**src/rtl/burst_strobe_gen_pkg.sv**
```systemverilog
// Shared state encoding, default limits and width helper for the burst strobe generator
// and the capture controller that reuses the same timing states.
package burst_strobe_gen_pkg;

   typedef enum logic [1:0] {
      ST_IDLE   = 2'd0,
      ST_RUN    = 2'd1,
      ST_FINISH = 2'd2
   } state_t;

   localparam int PERIOD_MAX_DEF = 65535;
   localparam int BURST_MAX_DEF  = 255;

   // Bits needed to hold v (65535 -> 16, 255 -> 8); never less than one.
   function automatic int func_log2(input int v);
      int bits;
      bits = 1;
      for (int i = 1; i < 32; i++) begin
         if ((v >> i) != 0) begin
            bits = i + 1;
         end else begin
            bits = bits;
         end
      end
      return bits;
   endfunction

endpackage

```
**src/rtl/burst_strobe_gen_phase_divider.sv**
```systemverilog
// Phase divider: counts 1..period and flags the cycle whose registered strobe is due.
// o_tick is combinational so the caller can register the strobe on the same edge.
module phase_divider #(
   parameter int PW = 16
) (
   input  logic          i_clk,
   input  logic          i_rst_n,
   input  logic          i_load,
   input  logic          i_ena,
   input  logic [PW-1:0] i_period,
   output logic          o_tick
);

   localparam logic [PW-1:0] ONE = PW'(1);

   logic [PW-1:0] r_phase;
   logic [PW-1:0] r_period;
   logic [PW-1:0] w_next;
   logic [PW-1:0] w_per;

   // Next phase value; loading starts at phase 1 so period=1 strobes on the very next cycle.
   always_comb begin
      w_per  = r_period;
      w_next = r_phase;
      if (i_load) begin
         w_per  = i_period;
         w_next = ONE;
      end else if (i_ena) begin
         w_per = r_period;
         if (r_phase == r_period) begin
            w_next = ONE;
         end else begin
            w_next = r_phase + ONE;
         end
      end else begin
         w_per  = r_period;
         w_next = r_phase;
      end
      o_tick = (i_load | i_ena) & (w_next == w_per);
   end

   // Phase and latched period registers.
   always_ff @(posedge i_clk or negedge i_rst_n) begin
      if (!i_rst_n) begin
         r_phase  <= {PW{1'b0}};
         r_period <= {PW{1'b0}};
      end else if (i_load) begin
         r_phase  <= w_next;
         r_period <= i_period;
      end else if (i_ena) begin
         r_phase <= w_next;
      end else begin
         r_phase <= r_phase;
      end
   end

endmodule

```
**src/rtl/burst_strobe_gen.sv**
```systemverilog
// Programmable strobe generator: one-cycle enables every period clocks, for a finite
// burst or continuously, with start/stop control and busy/done/cfg_err status.
module burst_strobe_gen
   import burst_strobe_gen_pkg::*;
#(
   parameter int PERIOD_MAX = PERIOD_MAX_DEF,
   parameter int BURST_MAX  = BURST_MAX_DEF
) (
   input  logic                           clk,
   input  logic                           rst,
   input  logic                           start,
   input  logic                           stop,
   input  logic [func_log2(PERIOD_MAX)-1:0] period,
   input  logic [func_log2(BURST_MAX)-1:0]  burst_len,
   output logic                           strobe,
   output logic [func_log2(BURST_MAX)-1:0]  strobe_idx,
   output logic                           busy,
   output logic                           done,
   output logic                           cfg_err
);

   localparam int PW = func_log2(PERIOD_MAX);
   localparam int BW = func_log2(BURST_MAX);

   state_t        r_state;
   logic          r_strobe;
   logic [BW-1:0] r_idx;
   logic          r_busy;
   logic          r_done;
   logic          r_cfg_err;
   logic          r_last;
   logic [BW-1:0] r_cnt;
   logic [BW-1:0] r_blen;

   logic          w_accept;
   logic          w_run_ena;
   logic          w_tick;
   logic          w_final;
   logic [BW-1:0] w_cnt_base;
   logic [BW-1:0] w_blen;

   phase_divider #(.PW(PW)) u_phase_divider (
      .i_clk    (clk),
      .i_rst_n  (rst),
      .i_load   (w_accept),
      .i_ena    (w_run_ena),
      .i_period (period),
      .o_tick   (w_tick)
   );

   // On an accepted start the counters restart from the freshly presented burst length.
   always_comb begin
      w_accept  = (r_state == ST_IDLE) && start && !stop && (period != {PW{1'b0}});
      w_run_ena = (r_state == ST_RUN) && !stop && !r_last;
      if (w_accept) begin
         w_cnt_base = {BW{1'b0}};
         w_blen     = burst_len;
      end else begin
         w_cnt_base = r_cnt;
         w_blen     = r_blen;
      end
      w_final = w_tick && (w_blen != {BW{1'b0}}) && (w_cnt_base == (w_blen - BW'(1)));
   end

   // Control FSM, strobe counter and all registered outputs.
   always_ff @(posedge clk or negedge rst) begin
      if (!rst) begin
         r_state   <= ST_IDLE;
         r_strobe  <= 1'b0;
         r_idx     <= {BW{1'b0}};
         r_busy    <= 1'b0;
         r_done    <= 1'b0;
         r_cfg_err <= 1'b0;
         r_last    <= 1'b0;
         r_cnt     <= {BW{1'b0}};
         r_blen    <= {BW{1'b0}};
      end else begin
         r_strobe  <= w_tick;
         r_idx     <= w_tick ? w_cnt_base : {BW{1'b0}};
         r_cnt     <= w_cnt_base + BW'(w_tick);
         r_done    <= 1'b0;
         r_cfg_err <= 1'b0;
         case (r_state)
            ST_IDLE: begin
               r_last <= w_final;
               if (w_accept) begin
                  r_state <= ST_RUN;
                  r_busy  <= 1'b1;
                  r_blen  <= burst_len;
               end else if (start && !stop) begin
                  r_busy    <= 1'b0;
                  r_cfg_err <= 1'b1;
               end else begin
                  r_busy <= 1'b0;
               end
            end
            ST_RUN: begin
               // Stop beats the pending FINISH, so a stop on the final strobe suppresses done.
               if (stop) begin
                  r_state <= ST_IDLE;
                  r_busy  <= 1'b0;
                  r_last  <= 1'b0;
               end else if (r_last) begin
                  r_state <= ST_FINISH;
                  r_busy  <= 1'b0;
                  r_done  <= 1'b1;
                  r_last  <= 1'b0;
               end else begin
                  r_busy <= 1'b1;
                  r_last <= w_final;
               end
            end
            ST_FINISH: begin
               r_state <= ST_IDLE;
               r_busy  <= 1'b0;
               r_last  <= 1'b0;
            end
            default: begin
               r_state <= ST_IDLE;
               r_busy  <= 1'b0;
               r_last  <= 1'b0;
            end
         endcase
      end
   end

   assign strobe     = r_strobe;
   assign strobe_idx = r_idx;
   assign busy       = r_busy;
   assign done       = r_done;
   assign cfg_err    = r_cfg_err;

endmodule

```
**config.mk**
```make
export PLATFORM = sky130hd
export DESIGN_NAME = burst_strobe_gen
export DESIGN_NICKNAME = d
export VERILOG_FILES = /design/src/rtl/burst_strobe_gen_pkg.sv /design/src/rtl/burst_strobe_gen_phase_divider.sv /design/src/rtl/burst_strobe_gen.sv
export SDC_FILE = /design/constraint.sdc
export NUM_CORES = 1
export LEC_CHECK = 0
export BUFFER_PORTS_ARGS = -buffer_cell sky130_fd_sc_hd__buf_2
export CORE_ASPECT_RATIO = 0.9
export CORE_MARGIN = 5
export CORE_UTILIZATION = 45
export CTS_CLUSTER_SIZE = 12
export DETAILED_ROUTE_END_ITERATION = 10
export PLACE_DENSITY = 0.66
export SYNTH_ARGS = -nofsm -noshare
export SYNTH_HDL_FRONTEND = slang
export SYNTH_SLANG_ARGS = --single-unit
```
**constraint.sdc**
```tcl
create_clock -name clk -period 3.5 [get_ports clk]
set_input_delay 0.175 -clock clk [delete_from_list [all_inputs] [get_ports clk]]
set_output_delay 0.175 -clock clk [all_outputs]
set_load 0.005 [all_outputs]
```
==> parameters.txt <==
Parameter                              Value

Run status
  Outcome    finished, violations left
  Violations in the final reports    negative setup slack

Critical path
  Category of the most critical setup path    flip-flop to flip-flop
  Crit end category    flip-flop
  Kind of start point of the critical path    flip-flop
  Critical Path RT    3.79 ns
  Worst R2R Start    r_state[1]
  Reg2Reg Capture Point    r_cnt[6]
  Crit path arrival time    a little under 4 ns
  Crit path max fanout    5
  FF-to-FF setup slack    -0.14 ns
  Worst reg-to-reg path cell count    15

Global route
  GRT Total Usage    22.6%
  Overall overflow remaining after global route    0
  Number of global-route vias before repair    3605
  Maximum number of pins on one net before global-route repair    40
  Number of antenna violations at the first check in global routing    0
  First-pass GRT wire length    18.2 mm

Synth
  Share of flip-flops with an asynchronous set or reset    100%
  Number of enable-type register cells in the synthesized netlist    0
  Yosys cell types    62
  Flops & latches, synth    63
  Share of Yosys cell area claimed by the top area cell type    42.0%
  Count of yosys warnings during synthesis    0
  Synthesized area per cell    9.16 um2
  Count of mapped cells out of synthesis    410
  Most instantiated flip-flop cell in the synthesis netlist    dfrtp_1
  Cell taking the most area after synthesis    dfrtp_1
  Area contributors post-synth    dfrtp_1, xor2_1, nand2_1
  Fraction of the yosys area taken by sequential cells    42.0%
  Net count after synthesis    443
  Netlist area before placement    3750 um2

Floorplan
  Die Y-Extent    96.6 um
  Die width    106 um
  Core footprint    between 8000 and 9000 um2
  Number of core rows    31
  Total die area    between 10000 and 15000 um2
  Initial core utilization    a little under half
  Count of boundary I/O pins    40

Placed design
  Post-Place Setup Slack    -0.0738 ns
  DPL Wire Length    8.63 mm
  GPL Wtd Cong    0.974
  Port Buffer Count    39
  Post-place instance area    4510 um2

Timing
  Hold slack final    roughly 0.032 ns
  Setup skew after layout    0.00735 ns
  Unrepaired setup endpoints after global routing    true
  Fin crit share    104%
  Final setup slack of the worst path    -0.135 ns
  Post-layout min period    3.64 ns
  Number of failing hold endpoints at the final stage    0
  Slew at the pin closest to its max-slew limit    0.904 ns
  Pins Over Slew Limit    0
  Worst slew margin relative to its limit    between 30% and 40%
  Highest achievable clock rate    about 0.28 GHz
  Count of final setup violators    6

Cells and area
  Antenna Diode Count    0
  Synthesis-to-finish area growth    28.6%
  Register Area    1580 um2
  Filler cell count in the final layout    between 700 and 800
  Area occupied by multi-input gates    2130 um2
  Most common cell after layout, fill and taps aside    buf_4
  Top library cells by usage in the layout, fill and taps aside    buf_4, nand2_1, dfrtp_1
  Total non-filler cell area in the finished layout    4830 um2
  Fin nets    between 500 and 600
  Share of final-layout standard cells stronger than drive strength 1    29.7%

Route
  Remaining antenna violation count    0
  TritonRoute pass-1 iters    5
  Routed wire length    11.3 mm
  Iter 0 DRT Violations    265
  Detailed-route wire length per cell    18.3 um
  Via density per instance    slightly below 6
  Post-route DRC violation count    0
  Vias after detailed routing    3617

Job
  Max capacitance violation total    0

Clock tree
  Source-to-sink clock delay at the later pin of the worst-skew pair    approximately 0.36 ns
  Number of sinks handled by clock tree synthesis    63
  CTS root buf    clkbuf_8
  TritonCTS clock tree    built
  Number of buffers inserted during clock tree synthesis    9
  Number of H-tree branching levels    3
  Clk pin slew, worst setup/hold paths    around 0.070 ns
  Max Buffers Root-to-Sink    2

Power
  Ratio of total power to cell area    457 nW/um2
  Standby leakage power    between 0.002 and 0.0025 uW
  Maximum ir drop on the vdd rail    between 300 and 400 uV

Hold path
  Hold wc startpoint    period[11]
  Worst hold-check path type    input pin to flip-flop
  Instance count along the most critical hold path    3
  End point of the worst hold path    u_phase_divider.r_period[11]
-- state kept, by name, summed over array words and instances (netlist names) --
register / flops
r_last: 1
u_phase_divider.r_phase: 16
r_cnt: 8
r_state: 2
strobe_idx: 8
cfg_err: 1
done: 1
u_phase_divider.r_period: 16
busy: 1
strobe: 1
r_blen: 8
-- metrics by stage --
step	std cells	power (uW)	utilization, %	TNS (ns)
6_report	615	2200	59.5	-0.587
5_1_grt	615	2300	59.5	-1.52
4_1_cts	609	2190	58.7	-0.148
3_5_place_dp	590	1480	55.6	-0.266
3_3_place_gp	590	1470	55.6	-0.0496
2_1_floorplan	410	1240	-	-0.112
-- per-layer routing --
metal	up-vias	part of all wire [%]	global-route usage, %
li1	1684	-	-
met1	1796	45	30.3
met2	103	46	34.8
met3	34	5.1	4.59
met4	0	3.9	10.9
met5	-	0	0
-- timing repair --
action                                 CTS  global route
gates resized for setup                  1             5
buffers inserted                         3             6
endpoints found under the hold margin   38             0
setup endpoints to repair                5             8
hold buffers                             1             0
cloned                                   0             0
pin swaps                                2             3
-- power breakdown --
| part | switching (uW) | leakage (uW) | internal (uW) |
|---|---|---|---|
| Combinational | 338 | 0.00131 | 265 |
| Clock | 300 | 0.000109 | 415 |
| Sequential | 87.6 | 0.000832 | 798 |
| Total | 726 | 0.00225 | 1480 |
-- worst max path at each step --
stage               slack (ns)        from        to  cells after the start
global placement         -0.03  r_state[1]  r_cnt[7]                     14
floorplan                -0.05  r_state[1]  r_cnt[7]                     13
finish                   -0.14  r_state[1]  r_cnt[6]                     15
CTS                      -0.05  r_state[1]  r_cnt[6]                     13
detailed placement       -0.07  r_state[1]  r_cnt[6]                     13
global route             -0.30  r_state[1]  r_cnt[6]                     15
-- synth_stat cells, types with 2 or more instances --
master     count
nor3_1        25
o21ai_1        2
inv_1         11
nor2_1        30
o211ai_1       7
mux2i_1        4
and2_1         3
a21oi_1        4
buf_1          2
nand4_1       14
o21a_1         3
o41ai_1        2
nor3b_1        2
nand3_1       15
dfrtp_1       63
o2111ai_1      2
nand2b_1       2
xnor2_1       17
and3_1         3
nor3_2         2
nand2_1       69
a211oi_1       2
ha_1           5
xor2_1        34
nor4b_1        4
nor4_1        12
o22ai_1        2
buf_2          5
a2111oi_0      2
a31oi_1        2
o21ai_0        5
o31ai_1        4
or4_1          2
nor4_2         2
or3_1          2
clkbuf_1      13
mux2_2         6
a221oi_1       2
-- kinds of logic after synthesis --
group                    after synthesis  synth area share [%]
AND/OR/NAND/NOR                      195                  26.4
flip-flops                            63                  42.0
AO/OA/AOI/OAI                         54                  11.5
XOR/XNOR                              52                  12.3
buffers and inverters                 31                  3.27
multiplexers                          10                  2.87
adder cells (fa/ha/maj)                5                  1.67
-- layout make-up --
type	count	share of cell area [%]
Tap cell	99	2.57
Multi-Input combinational cell	316	44.2
Clock inverter	4	1.45
Sequential cell	63	32.7
Inverter	11	0.856
Timing Repair Buffer	111	15.3
Clock buffer	11	2.93
-- critical path, cell delays in order (launching register included) --
cell      delay, ns
dfrtp_1        0.41
or4b_4         0.57
buf_4          0.17
nor3_2         0.25
nand4_1        0.17
xor2_1         0.20
o21a_1         0.19
nor4_2         0.34
buf_4          0.17
o211ai_2       0.10
nor3_2         0.26
ha_2           0.25
ha_4           0.14
nand3_1        0.09
xor2_1         0.16
nor2_1         0.09
Note: power is estimated with default switching activity, not from simulation.
